===== src/rtl/quiz_pkg.sv =====
// quiz_pkg: shared state encoding, widths and helpers for the quiz round sequencer.
package quiz_pkg;

  localparam int unsigned DIGIT_W = 4;
  localparam logic [DIGIT_W-1:0] SCORE_MAX = 4'd15;

  typedef enum logic [2:0] {
    IDLE  = 3'd0,
    LOAD  = 3'd1,
    ASK   = 3'd2,
    JUDGE = 3'd3,
    SHOW  = 3'd4,
    DONE  = 3'd5
  } quiz_state_e;

  // Increment that sticks at SCORE_MAX instead of wrapping.
  function automatic logic [DIGIT_W-1:0] sat_inc(input logic [DIGIT_W-1:0] v);
    if (v == SCORE_MAX) begin
      return v;
    end else begin
      return v + 4'd1;
    end
  endfunction

endpackage


===== src/rtl/split_digits.sv =====
// split_digits: converts a 0..15 value into decimal tens/ones digits for the 7-segment path.
module split_digits
  import quiz_pkg::*;
(
  input  logic [DIGIT_W-1:0] value,
  output logic [DIGIT_W-1:0] tens,
  output logic [DIGIT_W-1:0] ones
);

  // Inputs never exceed 15, so the tens digit is at most 1.
  always_comb begin
    tens = 4'd0;
    ones = value;
    if (value >= 4'd10) begin
      tens = 4'd1;
      ones = value - 4'd10;
    end else begin
      tens = 4'd0;
      ones = value;
    end
  end

endmodule


===== src/rtl/quiz_round_ctrl.sv =====
// quiz_round_ctrl: per-round question latch, tick countdown, answer judging and scoring.
// Optional QUIZ_NO_REPEAT_EN: LOAD holds until rand_val differs from the previous question.
module quiz_round_ctrl
  import quiz_pkg::*;
#(
  parameter int unsigned ROUNDS     = 10,
  parameter int unsigned TIME_LIMIT = 9,
  parameter int unsigned SHOW_TICKS = 2
) (
  input  logic               clk,
  input  logic               rst,
  input  logic               start,
  input  logic               tick,
  input  logic [DIGIT_W-1:0] rand_val,
  input  logic [DIGIT_W-1:0] answer,
  input  logic               submit,
  output logic [DIGIT_W-1:0] question,
  output logic [DIGIT_W-1:0] time_left,
  output logic [DIGIT_W-1:0] score,
  output logic [DIGIT_W-1:0] round_idx,
  output logic               busy,
  output logic               result_valid,
  output logic               correct,
  output logic               game_done,
  output logic [DIGIT_W-1:0] disp_tens,
  output logic [DIGIT_W-1:0] disp_ones
);

  localparam logic [DIGIT_W-1:0] LAST_ROUND = DIGIT_W'(ROUNDS - 1);
  localparam logic [DIGIT_W-1:0] TIME_INIT  = DIGIT_W'(TIME_LIMIT);
  localparam logic [DIGIT_W-1:0] SHOW_LAST  = DIGIT_W'(SHOW_TICKS - 1);

  quiz_state_e        state_r, state_nxt_s;
  logic [DIGIT_W-1:0] question_r, question_nxt_s;
  logic [DIGIT_W-1:0] time_left_r, time_left_nxt_s;
  logic [DIGIT_W-1:0] score_r, score_nxt_s;
  logic [DIGIT_W-1:0] round_idx_r, round_idx_nxt_s;
  logic [DIGIT_W-1:0] answer_q_r, answer_q_nxt_s;
  logic               ans_valid_r, ans_valid_nxt_s;
  logic               correct_r, correct_nxt_s;
  logic               result_valid_r, result_valid_nxt_s;
  logic [DIGIT_W-1:0] show_cnt_r, show_cnt_nxt_s;
  logic [DIGIT_W-1:0] disp_src_s;
`ifdef QUIZ_NO_REPEAT_EN
  logic               prev_vld_r, prev_vld_nxt_s;
  logic               load_stall_s;
  assign load_stall_s = prev_vld_r && (rand_val == question_r);
`endif

  // State register.
  always_ff @(posedge clk or posedge rst) begin
    if (rst) begin
      state_r <= IDLE;
    end else begin
      state_r <= state_nxt_s;
    end
  end

  // Next-state and next-datapath decode; every register holds unless its state acts on it.
  always_comb begin
    state_nxt_s        = state_r;
    question_nxt_s     = question_r;
    time_left_nxt_s    = time_left_r;
    score_nxt_s        = score_r;
    round_idx_nxt_s    = round_idx_r;
    answer_q_nxt_s     = answer_q_r;
    ans_valid_nxt_s    = ans_valid_r;
    correct_nxt_s      = correct_r;
    result_valid_nxt_s = 1'b0;
    show_cnt_nxt_s     = show_cnt_r;
`ifdef QUIZ_NO_REPEAT_EN
    prev_vld_nxt_s     = prev_vld_r;
`endif
    case (state_r)
      IDLE, DONE: begin
        if (start) begin
          state_nxt_s     = LOAD;
          score_nxt_s     = 4'd0;
          round_idx_nxt_s = 4'd0;
`ifdef QUIZ_NO_REPEAT_EN
          prev_vld_nxt_s  = 1'b0;
`endif
        end else begin
          state_nxt_s = state_r;
        end
      end
      LOAD: begin
`ifdef QUIZ_NO_REPEAT_EN
        if (load_stall_s) begin
          state_nxt_s = LOAD;
        end else begin
          question_nxt_s  = rand_val;
          time_left_nxt_s = TIME_INIT;
          prev_vld_nxt_s  = 1'b1;
          state_nxt_s     = ASK;
        end
`else
        question_nxt_s  = rand_val;
        time_left_nxt_s = TIME_INIT;
        state_nxt_s     = ASK;
`endif
      end
      ASK: begin
        // Submit takes priority over a coincident timeout tick.
        if (submit) begin
          answer_q_nxt_s  = answer;
          ans_valid_nxt_s = 1'b1;
          state_nxt_s     = JUDGE;
        end else if (tick) begin
          if (time_left_r != 4'd0) begin
            time_left_nxt_s = time_left_r - 4'd1;
          end else begin
            ans_valid_nxt_s = 1'b0;
            state_nxt_s     = JUDGE;
          end
        end else begin
          state_nxt_s = ASK;
        end
      end
      JUDGE: begin
        correct_nxt_s      = ans_valid_r && (answer_q_r == question_r);
        result_valid_nxt_s = 1'b1;
        show_cnt_nxt_s     = 4'd0;
        state_nxt_s        = SHOW;
        if (ans_valid_r && (answer_q_r == question_r)) begin
          score_nxt_s = sat_inc(score_r);
        end else begin
          score_nxt_s = score_r;
        end
      end
      SHOW: begin
        if (tick) begin
          if (show_cnt_r == SHOW_LAST) begin
            if (round_idx_r == LAST_ROUND) begin
              state_nxt_s = DONE;
            end else begin
              round_idx_nxt_s = round_idx_r + 4'd1;
              state_nxt_s     = LOAD;
            end
          end else begin
            show_cnt_nxt_s = show_cnt_r + 4'd1;
          end
        end else begin
          state_nxt_s = SHOW;
        end
      end
      default: begin
        state_nxt_s = IDLE;
      end
    endcase
  end

  // Datapath registers, cleared by reset.
  always_ff @(posedge clk or posedge rst) begin
    if (rst) begin
      question_r     <= 4'd0;
      time_left_r    <= 4'd0;
      score_r        <= 4'd0;
      round_idx_r    <= 4'd0;
      answer_q_r     <= 4'd0;
      ans_valid_r    <= 1'b0;
      correct_r      <= 1'b0;
      result_valid_r <= 1'b0;
      show_cnt_r     <= 4'd0;
`ifdef QUIZ_NO_REPEAT_EN
      prev_vld_r     <= 1'b0;
`endif
    end else begin
      question_r     <= question_nxt_s;
      time_left_r    <= time_left_nxt_s;
      score_r        <= score_nxt_s;
      round_idx_r    <= round_idx_nxt_s;
      answer_q_r     <= answer_q_nxt_s;
      ans_valid_r    <= ans_valid_nxt_s;
      correct_r      <= correct_nxt_s;
      result_valid_r <= result_valid_nxt_s;
      show_cnt_r     <= show_cnt_nxt_s;
`ifdef QUIZ_NO_REPEAT_EN
      prev_vld_r     <= prev_vld_nxt_s;
`endif
    end
  end

  // Display source selection: countdown while asking, question while showing, score at the end.
  always_comb begin
    disp_src_s = 4'd0;
    case (state_r)
      ASK:     disp_src_s = time_left_r;
      SHOW:    disp_src_s = question_r;
      DONE:    disp_src_s = score_r;
      default: disp_src_s = 4'd0;
    endcase
  end

  split_digits u_split_digits (
    .value (disp_src_s),
    .tens  (disp_tens),
    .ones  (disp_ones)
  );

  assign question     = question_r;
  assign time_left    = time_left_r;
  assign score        = score_r;
  assign round_idx    = round_idx_r;
  assign correct      = correct_r;
  assign result_valid = result_valid_r;
  assign busy         = (state_r == LOAD) || (state_r == ASK) ||
                        (state_r == JUDGE) || (state_r == SHOW);
  assign game_done    = (state_r == DONE);

endmodule


===== config.mk =====
export PLATFORM = sky130hd
export DESIGN_NAME = quiz_round_ctrl
export DESIGN_NICKNAME = d
export VERILOG_FILES = /design/src/rtl/quiz_pkg.sv /design/src/rtl/split_digits.sv /design/src/rtl/quiz_round_ctrl.sv
export SDC_FILE = /design/constraint.sdc
export NUM_CORES = 1
export LEC_CHECK = 0
export CORE_MARGIN = 2
export CORE_UTILIZATION = 45
export CTS_CLUSTER_DIAMETER = 50
export DETAILED_ROUTE_END_ITERATION = 8
export PLACE_DENSITY = 0.7
export SLEW_MARGIN = 20
export SYNTH_ARGS = -nofsm -noshare
export SYNTH_HDL_FRONTEND = slang
export SYNTH_SLANG_ARGS = --single-unit

===== constraint.sdc =====
create_clock -name clk -period 2.3 [get_ports clk]
set_input_delay 0.46 -clock clk [delete_from_list [all_inputs] [get_ports clk]]
set_output_delay 0.46 -clock clk [all_outputs]
set_load 0.03 [all_outputs]

==> flow_summary.yaml <==
routing:
  drt_first_pass_iters: 4
  top_layer: "met4"
  met2_length_um: 2290
  first_iter_violations: 69
  wl_um: 4410
  ant_nets: 0
  wl_met1_um: 1890
  routedWlPerCell_um: 15.0
  drc: 0
  wl_met3_um: 190
  num_vias: 1579
  drt-vias-per-instance: 5.37
power_and_ir_drop:
  p_leak_nw: 1.14
  power_mw: 3.14
  vdd_drop_max_v: 0.000878
  cellPowerDensity_nw_per_um2: 1230
placed_design:
  numPortBuffers: 37
  placed_cell_area_um2: 2370
  preCtsSetupSlack_ns: -0.123
  placed_cells: 282
  dp_hpwl_um: 3340
  gp_congestion: 0.932
timing:
  finalHoldViolations: 0
  skew_ns: 0.00737
  grt_setup_unrepaired: "true"
  period_needed_ns: 2.28
  setup_viol: 0
  layout_setup_ws_ns: 0.0156
  slew_violations: 0
  fin_setup_tns_ns: 0
  whs_ns: 0.492
  max_freq_mhz: 438
  post-route-period-util_pct: 99.3
critical_path:
  critPathKind: "flip-flop to output port"
  crit_fanout: 15
  path_cells: "buf_6, mux2i_2, o21ai_2, buf_6, buf_4, a21oi_2, buf_6"
  reg2reg_from: "state_r[0]$_DFFE_PP0P_"
  crit_arrival_ns: 1.82
  crit_top_cell: "buf_6"
  start_kind: "flip-flop"
  cp_num_buf_inv: 4
  critPathTopFamily: "buffers and inverters"
  slowest_delay_ns: 0.42
  worst_ep_required_time_ns: 1.84
  cp_slowest_cell: "dfrtp_2"
  cp-end-kind: "output port"
  critPathLaunch: "state_r[0]$_DFFE_PP0P_"
grt:
  grt_pass1_wl_um: 7150
  overflow: 0
  grt_pass1_vias: 1581
  antenna_found_initial: 0
  track_usage_pct: 21.1
  grt_max_degree: 31
cells_and_area:
  final_area_um2: 2560
  n_antenna_cell: 0
  instances_no_fill: 294
  utilization_pct: 63.9
  final_nets: 264
  layout_common_cells: "clkdlybuf4s50_1 (30), dfrtp_1 (29), buf_4 (26)"
  drive_gt1_share_pct: 27.0
  final_common_cell: "clkdlybuf4s50_1"
  area_growth_pct: 37.4
floorplanning:
  floorplan.rows: 23
  die_area_um2: 4670
  die_y_um: 68.3
  dieWidth_um: 68.3
  coreArea_um2: 4000
  pin_count: 41
  start_util_pct: 46.5
logic_synthesis:
  ys_seq_area_share_pct: 40.3
  ys_async_sr_fraction_pct: 100
  synth_flop_cell: "dfrtp_1"
  synth-edff-count: 0
  netlist_instances: 182
  avgSynthCellArea_um2: 10.2
  synth.area.top_cells: "dfrtp_1 (40%), mux2_2 (5.4%), ha_1 (5.4%)"
  synth-seq-cells: 30
  yosysWarnings: 0
  syn_area_um2: 1860
  synth_largest_area_cell: "dfrtp_1"
  synth_cell_types: 52
  synth_top_area_share_pct: 40.3
status:
  status: "complete, no violations"
clock_network:
  clk_path_buf_depth: 2
  clock_latency_ns: 0.28
  cts_sinks: 30
  root_buffer: "clkbuf_8"
  numCtsBuffers: 5
  clk_pin_slew_ns: 0.07
  tritoncts: "built"
  h-tree-depth: 2
hold_path:
  worstHoldStart: "correct$_DFFE_PP0P_"
  hold_class: "flip-flop to flip-flop"
run:
  maxCapViolCount: 0
worst paths after layout:
check                                           endpoint  slack, ns  cells after the start
worst max-delay path                        disp_ones[2]       0.02                      7
worst min-delay path                 correct$_DFFE_PP0P_       0.49                      2
worst max register to register      score[3]$_DFFE_PP0P_       0.44                      5
worst min register to register       correct$_DFFE_PP0P_       0.49                      2
max in group asynchronous         state_r[0]$_DFFE_PP0P_       1.45                      3
min in group asynchronous       time_left[1]$_DFFE_PP0P_       0.55                      3
kinds of logic (layout without fill, tap and decap cells):
kind of cell               Yosys count  after routing  share of synthesized area, %
buffers and inverters               20             80                          6.52
other                                1              3                         0.201
DFF                                 30             30                          40.3
and+or+nand+nor                     64             64                          21.6
adders and majority gates            8              8                          5.38
muxes                               16             16                          9.21
AOI/OAI and AO/OA                   35             35                          13.0
xor gates and xnor gates             8              8                          3.76
area by class of cell:
cell class	instances	area, um2
Clock buffer	7	76.3
Clock inverter	1	30.0
Fill cell	329	1440
Inverter	10	37.5
Multi-Input combinational cell	134	1040
Sequential cell	30	752
Tap cell	50	62.6
Timing Repair Buffer	62	558
cells in the mapped netlist (all sizes together), types with 2 or more instances:
master / count
dfrtp: 30
nand2: 13
nor2: 13
inv: 10
nor3: 10
o21ai: 10
mux2: 9
buf: 8
ha: 8
a21oi: 7
mux2i: 7
xor2: 5
nand3: 4
nand2b: 3
nand4: 3
nor3b: 3
xnor2: 3
a22o: 2
a31oi: 2
a32o: 2
and3: 2
clkbuf: 2
nand3b: 2
nor2b: 2
nor4: 2
nor4b: 2
o22ai: 2
o41ai: 2
routing by layer:
| metal | vias to the layer above | track usage [%] |
|---|---|---|
| li1 | 764 | - |
| met1 | 762 | 26.0 |
| met2 | 48 | 36.8 |
| met3 | 5 | 4.93 |
| met4 | 0 | 6.00 |
| met5 | - | 0 |
flip-flops by register name (all words and copies together), names as in the netlist:
signal	cells
score	4
ans_valid_r	1
time_left	4
show_cnt_r	4
correct	1
state_r	3
answer_q_r	4
question	4
round_idx	4
result_valid	1
worst register-to-register path, cell delays in order (launching register included):
cell and delay (ns):
dfrtp_2 0.45, buf_6 0.18, nor2b_4 0.15, nor4b_4 0.39, o2111ai_1 0.21, o41ai_1 0.34
power breakdown:
group	total (mW)	internal [mW]	switching, mW
clock	0.515	0.324	0.192
combinational	1.76	0.820	0.944
sequential	0.856	0.690	0.166
timing repair:
item / 4_1_cts / 5_1_grt
hold buffers: 0 / 0
gates cloned: 0 / 0
setup endpoints to repair: 6 / 4
gates resized for setup: 17 / 11
setup buffers: 3 / 1
pin swaps: 1 / 5
(Power assumes the default switching activity.)
